[config.mk]
export PLATFORM = sky130hd
export DESIGN_NAME = dm_param
export DESIGN_NICKNAME = d
export VERILOG_FILES = /design/src/rtl/dm_param.sv
export SDC_FILE = /design/constraint.sdc
export NUM_CORES = 1
export LEC_CHECK = 0
export ABC_AREA = 0
export CORE_MARGIN = 2
export CORE_UTILIZATION = 40
export CTS_CLUSTER_DIAMETER = 30
export DETAILED_ROUTE_END_ITERATION = 10
export PLACE_DENSITY = 0.75
export SYNTH_ARGS = -nofsm -noshare
export SYNTH_HDL_FRONTEND = slang
export SYNTH_SLANG_ARGS = --single-unit
[constraint.sdc]
create_clock -name clk -period 3.75 [get_ports clk]
set_input_delay 0.75 -clock clk [delete_from_list [all_inputs] [get_ports clk]]
set_output_delay 0.75 -clock clk [all_outputs]
set_load 0.02 [all_outputs]
[src/rtl/dm_param.sv]
// dm_param: parametrised single-port data memory with post-reset clear/seed.
// Optional macro DM_SOFT_CLEAR_EN adds a synchronous soft_clr input.
module dm_param #(
  parameter int DATA_W    = 8,
  parameter int ADDR_W    = 3,
  parameter int DEPTH     = 8,
  parameter int INIT_ADDR = 1,
  parameter int INIT_VAL  = 6
) (
`ifdef DM_SOFT_CLEAR_EN
  input  logic                    soft_clr,
`endif
  input  logic                    clk,
  input  logic                    rst_n,
  input  logic                    req_valid,
  output logic                    req_ready,
  input  logic                    req_write,
  input  logic [ADDR_W-1:0]       req_addr,
  input  logic [DATA_W-1:0]       req_wdata,
  output logic                    rsp_valid,
  input  logic                    rsp_ready,
  output logic [DATA_W-1:0]       rsp_rdata,
  output logic                    rsp_err,
  output logic                    busy,
  output logic [DEPTH*DATA_W-1:0] dump
);

  localparam logic [ADDR_W-1:0] LAST = ADDR_W'(DEPTH - 1);

  typedef enum logic {S_CLEAR, S_IDLE} state_e;

  state_e              state_q, state_d;
  logic [ADDR_W-1:0]   ptr_q, ptr_d;
  logic                rsp_valid_q, rsp_valid_d;
  logic [DATA_W-1:0]   rsp_rdata_q, rsp_rdata_d;
  logic                rsp_err_q, rsp_err_d;
  logic [DATA_W-1:0]   mem_q [DEPTH];

  logic                in_range;
  logic                accept;
  logic                soft_go;
  logic                we;
  logic [ADDR_W-1:0]   waddr;
  logic [DATA_W-1:0]   wdata;

`ifdef DM_SOFT_CLEAR_EN
  assign soft_go = soft_clr;
`else
  assign soft_go = 1'b0;
`endif

  assign in_range  = 32'(req_addr) < DEPTH;
  assign busy      = (state_q == S_CLEAR);
  assign req_ready = (state_q == S_IDLE) & (~rsp_valid_q | rsp_ready);
  assign accept    = req_valid & req_ready;

  assign rsp_valid = rsp_valid_q;
  assign rsp_rdata = rsp_rdata_q;
  assign rsp_err   = rsp_err_q;

  // Sequencer: clear/seed walk, then serve requests; picks the array write.
  always_comb begin
    state_d = state_q;
    ptr_d   = ptr_q;
    we      = 1'b0;
    waddr   = req_addr;
    wdata   = req_wdata;
    unique case (state_q)
      S_CLEAR: begin
        we    = 1'b1;
        waddr = ptr_q;
        wdata = (32'(ptr_q) == INIT_ADDR) ? DATA_W'(INIT_VAL) : '0;
        ptr_d = ptr_q + 1'b1;
        if (ptr_q == LAST) begin
          state_d = S_IDLE;
          ptr_d   = '0;
        end
      end
      S_IDLE: begin
        we = accept & req_write & in_range;
        if (soft_go & ~accept) begin
          state_d = S_CLEAR;
          ptr_d   = '0;
        end
      end
    endcase
  end

  // Response register: load on accept, drop when consumed, else hold.
  always_comb begin
    rsp_valid_d = rsp_valid_q;
    rsp_rdata_d = rsp_rdata_q;
    rsp_err_d   = rsp_err_q;
    if (accept) begin
      rsp_valid_d = 1'b1;
      rsp_rdata_d = in_range ? mem_q[req_addr] : '0;
      rsp_err_d   = ~in_range;
    end else if (rsp_ready) begin
      rsp_valid_d = 1'b0;
    end
  end

  // Control and response state, cleared by async reset.
  always_ff @(posedge clk or negedge rst_n) begin
    if (!rst_n) begin
      state_q     <= S_CLEAR;
      ptr_q       <= '0;
      rsp_valid_q <= 1'b0;
      rsp_rdata_q <= '0;
      rsp_err_q   <= 1'b0;
    end else begin
      state_q     <= state_d;
      ptr_q       <= ptr_d;
      rsp_valid_q <= rsp_valid_d;
      rsp_rdata_q <= rsp_rdata_d;
      rsp_err_q   <= rsp_err_d;
    end
  end

  // Storage array; contents survive reset and are zeroed by the sequencer.
  always_ff @(posedge clk) begin
    if (we) mem_q[waddr] <= wdata;
  end

  // Flattened debug view, entry 0 in the MSBs.
  always_comb begin
    dump = '0;
    for (int i = 0; i < DEPTH; i++)
      dump[(DEPTH-1-i)*DATA_W +: DATA_W] = mem_q[i];
  end

endmodule

; Word level (Yosys, flattened, before mapping)
; Memories as Yosys holds them, arrays and structs flattened. A register that Yosys moved wholly into a read port is not among the register bits.
; Cells that the tools add are included.
[op_classes]
addsub = 1
n_eq_ne = 2
mux = 12
n_bitwise = 6
reduce_logical = 2
[op_table]
columns = operator, n
row1 = $mux W3, 4
row2 = $mux W8, 1
row3 = $mux W1, 5
row4 = $pmux W1 S2, 2
row5 = $add A3 B1 Y3 const B, 1
row6 = $and A1 B1 Y1, 3
row7 = $eq A3 B1 Y1 const B, 1
row8 = $eq A3 B3 Y1 const B, 1
row9 = $not A1 Y1, 2
row10 = $reduce_bool A2 Y1, 1
row11 = $logic_not A1 Y1, 1
row12 = $or A1 B1 Y1, 1
[word_totals]
register_bits = 5
ram_bits = 64
in_bits = 16
out_inout_bits = 76
n_memories = 1
[mem_list]
columns = memory, words, width, rd, rd_clocked_by_memory_dff, write_ports, line_no
row1 = mem_q, 8, 8, 9, 1, 1, 37  ; logic [DATA_W-1:0] mem_q [DEPTH];

; Depth between registers and ports, before layout
; Gate-level depths: netlist of run 1.
[logic_depth]
ltp_word = 8
ltp_mapped = 5

; Least setup slack after synthesis of run 1
; Ideal clock, no wire load.
[synth_timing]
path_kind = in2reg
start = input req_addr[0]
end = memory mem_q[1][0] (enable)
setup_ns = 0.383
t_arrival_ns = 1.824
required_ns = 3.367
setup_slack_ns = 1.542
path_stages = 4
n_path_buf = 2
path_cell_list = buf_6 buf_6 mux2i_1 nor3_1
[synth_between]
elab_chain_cells = 1
[synth_rtl]
columns = element, line_no
row1 = start: declaration, 18  ; input logic [ADDR_W-1:0] req_addr,
row2 = $mux W3, 68  ; unique case (state_q)
row3 = end: declaration, 37
; Every way passes these cells.

; Worst setup path in the final report of run 1
[layout_timing]
start = register state_q
end = output busy
[layout_between]
elab_chain_cells = 1
[layout_rtl]
columns = element, line_no
row1 = start: declaration, 32  ; state_e state_q, state_d;
row2 = start signal: assignment, 112  ; state_q <= state_d;
row3 = $not A1 Y1 (no source line), -
row4 = end: declaration, 24  ; output logic busy,
; Every way passes these cells.

==> results of run 1 <==
==> cell type report <==
cell class | instances | area, sq um
clock buffer | 10 | 128
inverter | 11 | 41.3
sequential | 77 | 2250
tap | 105 | 131
clock inverter | 6 | 111
fill | 677 | 3600
timing repair buffer | 97 | 948
multi-input combinational | 108 | 882
==> cells in the mapped netlist (all sizes together), types with 3 or more instances <==
cell | count | area share, %
edfxtp | 64 | 58
inv | 11 | 1.3
and2 | 8 | 1.5
o21ai | 3 | 0.46
buf | 11 | 3.3
clkbuf | 3 | 0.38
a31oi | 10 | 2.1
a22oi | 18 | 4.1
a31o | 8 | 2.1
dfrtp | 13 | 9.9
mux2i | 33 | 10
ha | 3 | 1.1
nor3 | 8 | 1.8
==> state kept, by name, indices dropped and copies added, names as in the netlist <==
name / cells
ptr_q: 3
rsp_valid: 1
state_q: 1
mem_q: 64
rsp_rdata: 8
==> where the power goes <==
part | switching, mW | leakage, nW | total (mW) | internal (mW)
combinational | 0.101 | 0.817 | 0.188 | 0.0874
sequential | 0.0135 | 0.735 | 0.961 | 0.948
clock | 0.305 | 0.116 | 0.747 | 0.442
==> cells in the final DEF, fill, tap and decap left out, types with 2 or more instances in the layout <==
| cell | count |
|---|---|
| clkdlybuf4s50_1 | 89 |
| and3_1 | 2 |
| buf_4 | 7 |
| a31o_1 | 8 |
| a22oi_1 | 18 |
| a22o_1 | 2 |
| and2_1 | 8 |
| ha_1 | 3 |
| o21ai_0 | 3 |
| clkbuf_8 | 9 |
| edfxtp_1 | 64 |
| nand2_1 | 2 |
| nor3_1 | 4 |
| mux2i_1 | 33 |
| inv_1 | 11 |
| dfrtp_1 | 13 |
| nor2b_1 | 2 |
| bufinv_16 | 3 |
| a31oi_1 | 9 |
| nor3_2 | 4 |
==> routing by layer <==
| layer | part of all wire, % | GRT usage, % | up-vias |
|---|---|---|---|
| met5 | 0 | 0 | - |
| met4 | 1.8 | 7.73 | 0 |
| met3 | 6.7 | 5.35 | 13 |
| met2 | 50 | 30.0 | 78 |
| met1 | 41 | 22.5 | 1064 |
| li1 | - | - | 997 |
==> worst max-delay path: stages (launching register included) <==
cell and delay, ps:
dfrtp_1 980, inv_1 290, clkdlybuf4s50_1 620
==> logic make-up after synthesis <==
logic type,Yosys count,synth area share [%]
AO/OA/AOI/OAI,42,9.47
adder cells (fa/ha/maj),3,1.14
buffers and inverters,25,4.90
flip-flops,77,68.3
multiplexers,35,10.8
other,1,0.114
AND/OR/NAND/NOR,27,5.25
==> final timing paths <==
check	from	to	cells past startpoint
hold reg to reg	ptr_q[2]	ptr_q[2]	1
max in group asynchronous	rst_n	rsp_rdata[3]	1
setup reg to reg	state_q	mem_q[2][1]	2
min in group asynchronous	rst_n	ptr_q[0]	1
hold / removal	ptr_q[2]	ptr_q[2]	1
setup / recovery	state_q	busy	2
==> metrics, run 1 <==
post-synth cell types=33; CTS tree=built; Avg Cell Area, Syn=between 15 and 20 sq um; Clk Latency, worst-skew pair=350 ps; CTS Buffer Depth=2; clock root cell=clkbuf_8; asr flop ratio synth=between 10% and 20%; Post-DP Area=around 4300 sq um; #FFs+latches synth=77; Max-slew headroom=a little over a third; DP HPWL=5770 microns; RSZ-0062 raised after global routing=false; Final Critical Period=around 3000 ps; cts-stage hold buffer count=0; DIE HEIGHT=between 90 and 100 microns; PwrDens=roughly 420 nW/um^2; Mapped Area=roughly 3300 sq um; starting density of the core=about two fifths; first-pass GRT wire length=11800 microns; Power Total=around 1.9 mW; RePlAce Congestion=0.836; Post-synth EDFFs=64; VDD IR-drop max=about 0.24 mV; Max Cap Viol=0; # diodes=0; GRT Resource Usage Total=18.3%; Final setup viols=0; status=finished, final reports clean; Worst Tran Pin Value=976 ps; setup repair bufs after CTS=0; Final Non-Filler Cells=414; clock skew=around 10 ps; final hold vios=0; fin. max-slew vios=0; area added between synthesis and finish=36.4%; worst slack at placement=~850 ps; initial antenna violation count=0; Top FF cell, synth=edfxtp_1; via count of the first global-routing pass=approximately 2.2k; Worst-path clk slew=approximately 80 ps; Startpoint Class=flip-flop; Design Area, Final=about 4500 sq um; WL/cell=about 19 microns; Setup TNS=0 ps; pin count of the biggest net entering global routing=35; GRT overflow=0; IO Count=92; Post-route DRC=0; Post-DRT Antenna Nets=0; Via Count=2152; Cell Rows=33; Syn Inst Count=210; Tcrit/Tclk final=about 80%; crit-path max FO=32; Hold Path Class=flip-flop to flip-flop; WP data arrival=roughly 2200 ps; Nets=323; Syn. warnings=0; drt first pass iters=5; fraction of layout cells with a size suffix above 1=between 10% and 20%; die outline width=around 95 microns; Setup WS post-layout=around 760 ps; Crit. End Element=primary output; Core Region=a little over 8000 sq um; number of port buffers=90; CP required=around 3000 ps; DRT iter0 DRCs=113; reg2reg setup slack=~1300 ps; H-tree Lvls=3; post-synthesis sequential area ratio=about two thirds; routed vias/inst=approximately 5.2; Clock Sinks=between 70 and 80; post_cts resized=0; CTS Buf Count=9; Hold Slack=a little over 600 ps; post-synth net total=around 230; area of the die=around 9000 sq um; critical path type=flip-flop to primary output; Leak=around 1.7 nW; maximum clock rate=~0.33 GHz; Final Util=a little under three fifths; Post-Place Cells=roughly 400; final wirelength=approximately 8000 microns
No activity file was read; power rests on OpenSTA's default activity.
==> inputs of run 2 (changes only) <==
clock period = 3 ns   (was 3.75 ns; I/O delays follow)
==> run 2 against run 1 <==
Compared with the run above: total power grew 18%; final cell count grew 2.2%; die area is the same; register-to-register slack lost 50 ps; global-route usage grew 0.45 points.
==> metrics, run 2 (synthesis results as in run 1) <==
met1 usage=23.2% (was 22.5%); Hold Path Class=flip-flop to flip-flop (unchanged); die outline width=94.7 microns (unchanged); Final Critical Period=2460 ps; crit-path max FO=2 (was 32); maximum clock rate=between 0.4 and 0.5 GHz; clock skew=8.33 ps (was 10.4 ps); reg2reg end=mem_q[1][1] (was mem_q[2][1]); RePlAce Congestion=0.845 (was 0.836); IO Count=92 (unchanged); Crit. End Element=primary output (unchanged); Max Cap Viol=0 (unchanged); WL/cell=18.7 microns (was 19.4 microns); VDD IR-drop max=0.264 mV (was 0.240 mV); DP HPWL=5750 microns (was 5770 microns); status=finished, final reports clean (unchanged); CTS Buf Count=9 (unchanged); Cell Rows=33 (unchanged); Setup TNS=0 ps (unchanged); most frequent cells in the layout=clkdlybuf4s50_1, edfxtp_1, mux2i_1 (unchanged); FF-to-FF Start=state_q (unchanged); Via Count=2163 (was 2152); fin. max-slew vios=0 (unchanged); via count of the first global-routing pass=2261 (was 2237); Worst Tran Pin Value=593 ps (was 976 ps); first-pass GRT wire length=12100 microns (was 11800 microns); hold path endpoint=ptr_q[0] (was ptr_q[2]); Leak=1.70 nW (was 1.67 nW); Post-DRT Antenna Nets=0 (unchanged); Hold Path Origin=ptr_q[0] (was ptr_q[2]); final wirelength=7930 microns (was 8020 microns); initial antenna violation count=0 (unchanged); GRT overflow=0 (unchanged); number of port buffers=90 (unchanged); Worst-path clk slew=80 ps (about the same); area added between synthesis and finish=37.5% (was 36.4%); Core Region=8090 sq um (unchanged); WP data arrival=1860 ps (was 2240 ps); cts-stage hold buffer count=0 (unchanged); post_cts resized=0 (unchanged); critical path type=input port to primary output (was flip-flop to primary output); Tcrit/Tclk final=around 80%; CTS tree=built (unchanged); PwrDens=496 nW/um^2 (was 422 nW/um^2); H-tree Lvls=3 (unchanged); Clock Sinks=77 (unchanged); routed vias/inst=5.11 (was 5.20); RSZ-0062 raised after global routing=false (unchanged); # diodes=0 (unchanged); Worst Hold Depth=1 (unchanged); area of the die=8970 sq um (unchanged); Final Util=55.9% (was 55.5%); reg2reg setup slack=1270 ps (was 1320 ps); DIE HEIGHT=94.7 microns (unchanged); most common cell after layout, fill and taps aside=clkdlybuf4s50_1 (unchanged); DRT iter0 DRCs=104 (was 113); pin count of the biggest net entering global routing=31 (was 35); Most flops, register=mem_q (unchanged); starting density of the core=40.7% (unchanged); Final setup viols=0 (unchanged); setup repair bufs after CTS=0 (unchanged); final hold vios=0 (unchanged); r2r worst-path depth=5 (was 2); met2 usage=30.7% (was 30.0%); GR peak layer=met2 (unchanged); CTS Buffer Depth=2 (unchanged); GRT met3 Usage=5.67% (was 5.35%); Post-route DRC=0 (unchanged); Nets=332 (was 323); clock root cell=clkbuf_8 (unchanged); Startpoint Class=input port (was flip-flop); fraction of layout cells with a size suffix above 1=13.2% (was 10.4%); GRT Resource Usage Total=18.7% (was 18.3%); Clk Latency, worst-skew pair=350 ps (about the same); Max-slew headroom=60.4% (was 34.9%); drt first pass iters=4 (was 5); CP required=2400 ps (was 3000 ps); max reg flops=64 (unchanged)
## run 2: area by class of cell
type,instances,area [sq um]
clock inverters,7,82.6
flip-flops and latches,77,2250
inverters,11,41.3
well taps,105,131
repair buffers,106,1020
multi-input cells,108,882
fillers,684,3570
clock buffers,9,124
## run 2: where the power goes
part / leakage, nW / internal, mW / switching [mW]
clock network: 0.0980 / 0.395 / 0.409
registers: 0.735 / 1.18 / 0.0166
logic: 0.862 / 0.113 / 0.127
total: 1.70 / 1.69 / 0.553
## run 2: worst max path at each step
| stage | from | end | slack [ps] | depth (start not counted) |
|---|---|---|---|---|
| final | rsp_ready | req_ready | 540 | 4 |
| after global routing | rsp_ready | req_ready | 480 | 4 |
| after CTS | rsp_ready | req_ready | 520 | 4 |
| after detailed placement | rsp_ready | req_ready | 530 | 4 |
| after global placement | rsp_ready | req_ready | 540 | 4 |
| after floorplan | req_addr[0] | mem_q[1][0] | 940 | 4 |
## run 2: per-stage QoR
step	instance area [sq um]	setup slack [ps]	std cells	power [mW]	hold slack, ps
3_5_place_dp	4320	531	407	1.47	591
2_1_floorplan	3290	942	210	1.36	304
3_3_place_gp	4320	536	407	1.46	581
4_1_cts	4520	524	423	2.26	603
5_1_grt	4520	482	423	2.34	643
6_report	4520	537	423	2.25	610
## run 2: layer usage
metal / vias up / wire length (microns)
li1: 1018 / -
met1: 1063 / 3230
met2: 70 / 4050
met3: 12 / 510
met4: 0 / 136
met5: - / 0
## run 2: worst max-delay path, stage by stage
cell,delay [ps]
clkdlybuf4s50_1,440
nand2b_1,110
and2_1,120
clkdlybuf4s50_1,590
